## src/rtl/branch_pkg.sv

```systemverilog
// rtl/branch_pkg.sv - shared encodings and helpers for the EX-stage branch resolver
// Purpose: 2-bit bimodal counter encodings, reset value, PC step and
//          saturating counter helpers used by the PHT and the resolver.
// Ports:   none (package)
package branch_pkg;

   localparam logic [1:0] SNT = 2'b00;
   localparam logic [1:0] WNT = 2'b01;
   localparam logic [1:0] WT  = 2'b10;
   localparam logic [1:0] ST  = 2'b11;

   localparam logic [1:0] PHT_RESET = WNT;
   localparam int         PC_STEP   = 4;

   function automatic logic [1:0] sat_inc(input logic [1:0] c);
      return (c == ST) ? ST : c + 2'b01;
   endfunction

   function automatic logic [1:0] sat_dec(input logic [1:0] c);
      return (c == SNT) ? SNT : c - 2'b01;
   endfunction

endpackage

```

## src/rtl/bimodal_pht.sv

```systemverilog
// rtl/bimodal_pht.sv - bimodal pattern history table of 2-bit saturating counters
// Purpose: 2**PHT_IDX counters, one combinational read port for IF lookup,
//          one synchronous update port driven by EX resolution.
// Ports:   clk, rst          clock, asynchronous active-high reset
//          rd_idx, rd_data   combinational lookup (returns pre-update value)
//          upd_en, upd_idx,  update enable, index and resolved direction
//          upd_taken
module bimodal_pht
   import branch_pkg::*;
#(
   parameter int PHT_IDX = 4
) (
   input  logic               clk,
   input  logic               rst,
   input  logic [PHT_IDX-1:0] rd_idx,
   output logic [1:0]         rd_data,
   input  logic               upd_en,
   input  logic [PHT_IDX-1:0] upd_idx,
   input  logic               upd_taken
);

   localparam int ENTRIES = 2**PHT_IDX;

   logic [1:0] table_q [ENTRIES];

   // Read straight from the array; a same-cycle update lands at the edge, so
   // the lookup sees the old counter until the next cycle.
   assign rd_data = table_q[rd_idx];

   always_ff @(posedge clk or posedge rst) begin
      if (rst) begin
         for (int i = 0; i < ENTRIES; i++) begin
            table_q[i] <= PHT_RESET;
         end
      end else if (upd_en) begin
         table_q[upd_idx] <= upd_taken ? sat_inc(table_q[upd_idx])
                                       : sat_dec(table_q[upd_idx]);
      end
   end

endmodule

```

## src/rtl/ex_branch_resolver.sv

```systemverilog
// rtl/ex_branch_resolver.sv - EX-stage beq resolution, redirect, flush and PHT owner
// Purpose: resolves branch-if-equal in EX, compares against the carried
//          prediction, issues a registered redirect plus a multi-cycle flush
//          on mispredict, counts mispredicts and trains the bimodal PHT.
// Ports:   clk, rst                    clock, asynchronous active-high reset
//          pc_if, predict_taken_if     IF lookup and its prediction
//          if_beq_ex, predictor_ex     EX branch flag and carried prediction
//          data_1_ex, data_2_ex        compared operands
//          imm_ex, pc_ex               byte offset and PC of EX instruction
//          id_flush, if_flush          flush requests to ID/EX and IF/ID
//          redirect_valid, redirect_pc one-cycle redirect strobe and target
//          mispredict_count            saturating mispredict counter
module ex_branch_resolver
   import branch_pkg::*;
#(
   parameter int DATA_LEN     = 64,
   parameter int ADDRESS_SIZE = 6,
   parameter int PHT_IDX      = 4,
   parameter int FLUSH_CYCLES = 2,
   parameter int CNT_LEN      = 16
) (
   input  logic                       clk,
   input  logic                       rst,
   input  logic [2**ADDRESS_SIZE-1:0] pc_if,
   output logic                       predict_taken_if,
   input  logic                       if_beq_ex,
   input  logic                       predictor_ex,
   input  logic [DATA_LEN-1:0]        data_1_ex,
   input  logic [DATA_LEN-1:0]        data_2_ex,
   input  logic [DATA_LEN-1:0]        imm_ex,
   input  logic [2**ADDRESS_SIZE-1:0] pc_ex,
   output logic                       id_flush,
   output logic                       if_flush,
   output logic                       redirect_valid,
   output logic [2**ADDRESS_SIZE-1:0] redirect_pc,
   output logic [CNT_LEN-1:0]         mispredict_count
);

   localparam int PC_W = 2**ADDRESS_SIZE;

   logic [2:0]         flush_cnt;
   logic               resolve;
   logic               taken;
   logic               mispredict;
   logic [PC_W-1:0]    target;
   logic [PC_W-1:0]    fallthrough;
   logic [1:0]         pred_entry;
   logic [PHT_IDX-1:0] if_idx;
   logic [PHT_IDX-1:0] ex_idx;
   logic               unused_bits;

   // While the flush counter runs, EX holds a bubble and must not resolve.
   assign resolve     = if_beq_ex && (flush_cnt == 3'd0);
   assign taken       = (data_1_ex == data_2_ex);
   assign mispredict  = resolve && (taken != predictor_ex);
   assign target      = pc_ex + imm_ex[PC_W-1:0];
   assign fallthrough = pc_ex + PC_W'(PC_STEP);

   assign if_idx = pc_if[PHT_IDX+1:2];
   assign ex_idx = pc_ex[PHT_IDX+1:2];

   assign unused_bits = ^{pc_if[PC_W-1:PHT_IDX+2], pc_if[1:0]};

   bimodal_pht #(
      .PHT_IDX (PHT_IDX)
   ) u_pht (
      .clk       (clk),
      .rst       (rst),
      .rd_idx    (if_idx),
      .rd_data   (pred_entry),
      .upd_en    (resolve),
      .upd_idx   (ex_idx),
      .upd_taken (taken)
   );

   assign predict_taken_if = pred_entry[1];

   assign id_flush = (flush_cnt != 3'd0);
   assign if_flush = (flush_cnt != 3'd0);

   always_ff @(posedge clk or posedge rst) begin
      if (rst) begin
         flush_cnt        <= 3'd0;
         redirect_valid   <= 1'b0;
         redirect_pc      <= '0;
         mispredict_count <= '0;
      end else begin
         redirect_valid <= mispredict;
         if (mispredict) begin
            redirect_pc <= taken ? target : fallthrough;
            flush_cnt   <= 3'(FLUSH_CYCLES);
            if (mispredict_count != {CNT_LEN{1'b1}}) begin
               mispredict_count <= mispredict_count + CNT_LEN'(1);
            end
         end else if (flush_cnt != 3'd0) begin
            flush_cnt <= flush_cnt - 3'd1;
         end
      end
   end

endmodule

```

## config.mk

```make
export PLATFORM = sky130hd
export DESIGN_NAME = ex_branch_resolver
export DESIGN_NICKNAME = d
export VERILOG_FILES = /design/src/rtl/branch_pkg.sv /design/src/rtl/bimodal_pht.sv /design/src/rtl/ex_branch_resolver.sv
export SDC_FILE = /design/constraint.sdc
export NUM_CORES = 1
export LEC_CHECK = 0
export BUFFER_PORTS_ARGS = -buffer_cell sky130_fd_sc_hd__buf_2
export CAP_MARGIN = 20
export CORE_UTILIZATION = 35
export DETAILED_ROUTE_END_ITERATION = 10
export PLACE_DENSITY_LB_ADDON = 0.05
export SLEW_MARGIN = 20
export SYNTH_ARGS = -nofsm -noshare
export SYNTH_HDL_FRONTEND = slang
export SYNTH_SLANG_ARGS = --single-unit
```

## constraint.sdc

```tcl
create_clock -name clk -period 13.6 [get_ports clk]
set_clock_uncertainty 0.15 [all_clocks]
set_input_delay 4.08 -clock clk [delete_from_list [all_inputs] [get_ports clk]]
set_output_delay 4.08 -clock clk [all_outputs]
set_load 0.02 [all_outputs]
```

==> impl_metrics.env <==
export IMPL_fp_dieArea_sq_um=32400
export IMPL_dieWidth_microns=180
export IMPL_ys_async_sr_fraction=1.00
export IMPL_port_buffers=347
export IMPL_maxSlewHeadroom=0.309
export IMPL_grt_ovfl_total=0
export IMPL_yosysWarningCount=0
export IMPL_clkTransAtPathRegs_ns=0.06
export IMPL_crit_path_cell_trace="buf_2 > mux4_2 > mux4_2 > buf_2"
export IMPL_p_per_area_nw_per_um2=121
export IMPL_drv_slew=0
export IMPL_postCtsResizedCells=0
export IMPL_cp_max_fo=4
export IMPL_hpwlAfterDp_mm=32.1
export IMPL_gp_congestion=0.883
export IMPL_boundaryPins=408
export IMPL_core_area_sq_um=30900
export IMPL_clock_sinks=116
export IMPL_crit_slowest_cell="mux4_2"
export IMPL_cts_buffers=17
export IMPL_antenna_found_initial=6
export IMPL_cts_tree="yes"
export IMPL_grt_max_degree=97
export IMPL_min_period_ns=9.63
export IMPL_cts_root_buf="clkbuf_16"
export IMPL_peakVddDrop_mv=0.0767
export IMPL_timing_fmax_ghz=0.104
export IMPL_syn_inst=1356
export IMPL_die_h_microns=180
export IMPL_vias=11300
export IMPL_drc=0
export IMPL_drtIter0Drc=622
export IMPL_clk_latency_ns=0.42
export IMPL_grt_first_pass_wirelength_mm=62.5
export IMPL_synth_edf_count=0
export IMPL_drt_vias_per_instance=5.44
export IMPL_hold_viol_final=0
export IMPL_post_cts_buffers=0
export IMPL_synth_nets=1751
export IMPL_ant_nets=0
export IMPL_syn_cell_area_sq_um=11100
export IMPL_grt_pass1_vias=11200
export IMPL_cts_buffer_depth=2
export IMPL_grt_usage=0.246
export IMPL_start_util=0.359
export IMPL_crit_path_end_kind="output pin"
export IMPL_cp_data_arrival_time_ns=5.40
export IMPL_drt_wl_total_mm=40.2
export IMPL_postCtsHoldBufs=0
export IMPL_hold_class="reg2reg"
export IMPL_syn_to_final_growth_pct=24.0
export IMPL_cap_violations=0
export IMPL_setup_viol=0
export IMPL_ys_ff_latch=116
export IMPL_drive_gt1_frac=0.275
export IMPL_avgSynthCellArea_sq_um=8.18
export IMPL_post_route_period_util=0.708
export IMPL_worstPathRequired_ns=9.37
export IMPL_finalSetupTns_ns=0
export IMPL_cp_start_kind="input port"
export IMPL_dp_slack_ns=3.96
export IMPL_fin_nets=2067
export IMPL_synthFlopType="dfrtp_1"
export IMPL_whs_path_depth=2
export IMPL_worst_r2r_cell_count=9
export IMPL_holdWs_ns=0.325
export IMPL_rows=64
export IMPL_first_pass_iters=5
export IMPL_rsz0062_at_grt="false"
export IMPL_final_util=0.445
export IMPL_reg2reg_slack_ns=9.94
export IMPL_leakage_nw=6.34
export IMPL_path_class="in2out"
export IMPL_outcome="finished, final reports clean"
export IMPL_wl_per_cell_microns=19.3
export IMPL_worst_pin_slew_ns=1.03
export IMPL_htree_levels=4
export IMPL_cp_slowest_stage_delay_ns=0.52
export IMPL_worst_slack_ns=3.97
export IMPL_ys_seq_area_frac=0.263
export IMPL_synth_cell_type_count=73
-- layout by cell type, fill, tap and decap left out, drive strengths merged, types with 11 or more instances in the layout --
master,n
dfstp,16
nor4,32
buf,354
xnor2,64
mux4,15
nand3,38
clkbuf,19
nor2,97
and3,20
o21bai,15
ha,70
nand4,47
o21a,11
nand2,182
a21oi,120
xor2,123
a21o,21
dfrtp,100
mux2,34
nor3,24
o21ai,95
inv,37
-- cell families after synthesis --
group / share of synthesized area
AND/OR/NAND/NOR: 0.208
multiplexers: 0.0695
AO/OA/AOI/OAI: 0.197
XOR/XNOR: 0.148
buffers and inverters: 0.0321
flip-flops: 0.263
adder cells (fa/ha/maj): 0.0825
-- worst paths after layout --
kind | from | endpoint
min in group asynchronous | rst | mispredict_count[15]
max reg2reg | flush_cnt[0] | redirect_pc[46]
min | redirect_pc[4] | redirect_pc[4]
max in group asynchronous | rst | redirect_pc[32]
min reg2reg | redirect_pc[4] | redirect_pc[4]
max | pc_if[2] | predict_taken_if
-- worst max-delay path: cells and delay by family --
kind / cells / cell delay (ns)
mux: 2 / 0.99
buf+inv: 2 / 0.33
-- area by class of cell --
type | instances | area, sq um
tap | 396 | 495
clock buffer | 19 | 433
sequential | 116 | 2920
clock inverter | 13 | 153
fill | 3196 | 17200
inverter | 33 | 126
multi-input combinational | 1150 | 7830
timing repair buffer | 354 | 1790
antenna | 3 | 7.51
-- Yosys cell counts, types with 15 or more instances --
master	n	area, sq um
nand2_1	182	683
xor2_1	123	1080
a21oi_1	120	601
dfrtp_1	100	2500
nor2_1	97	364
o21ai_0	94	470
ha_1	70	876
xnor2_1	64	561
nand4_1	47	294
clkbuf_1	44	165
nand3_1	38	190
mux2_2	34	383
inv_1	33	124
nor4_1	27	169
nor3_1	23	115
a21o_1	21	158
and3_1	20	125
dfstp_2	16	420
mux4_2	15	338
o21bai_1	15	113
-- state kept, by name, summed over array words and instances, names as in the netlist --
| signal | flops |
|---|---|
| u_pht.table_q | 32 |
| redirect_pc | 64 |
| flush_cnt | 3 |
| redirect_valid | 1 |
| mispredict_count | 16 |
-- where the power goes --
part / switching [mW] / total (mW) / internal [mW]
Combinational: 0.434 / 0.683 / 0.249
Sequential: 0.0633 / 0.512 / 0.448
Clock: 0.190 / 0.464 / 0.273
-- per-stage QoR --
stage               total power [mW]  instances  area (sq um)
floorplan                      0.933       1356         11100
global route                    1.76       2084         13800
detailed placement              1.20       2049         13200
finish                          1.66       2084         13800
CTS                             1.67       2081         13700
global placement                1.20       2049         13200
-- layer usage --
layer	vias to the layer above	global-route usage	part of all wire
met5	-	0	0.00080
met4	4	0.0711	0.021
met3	45	0.0406	0.047
met2	327	0.431	0.49
met1	5370	0.309	0.44
li1	5584	-	-
Power figures use the tool's default switching activity.
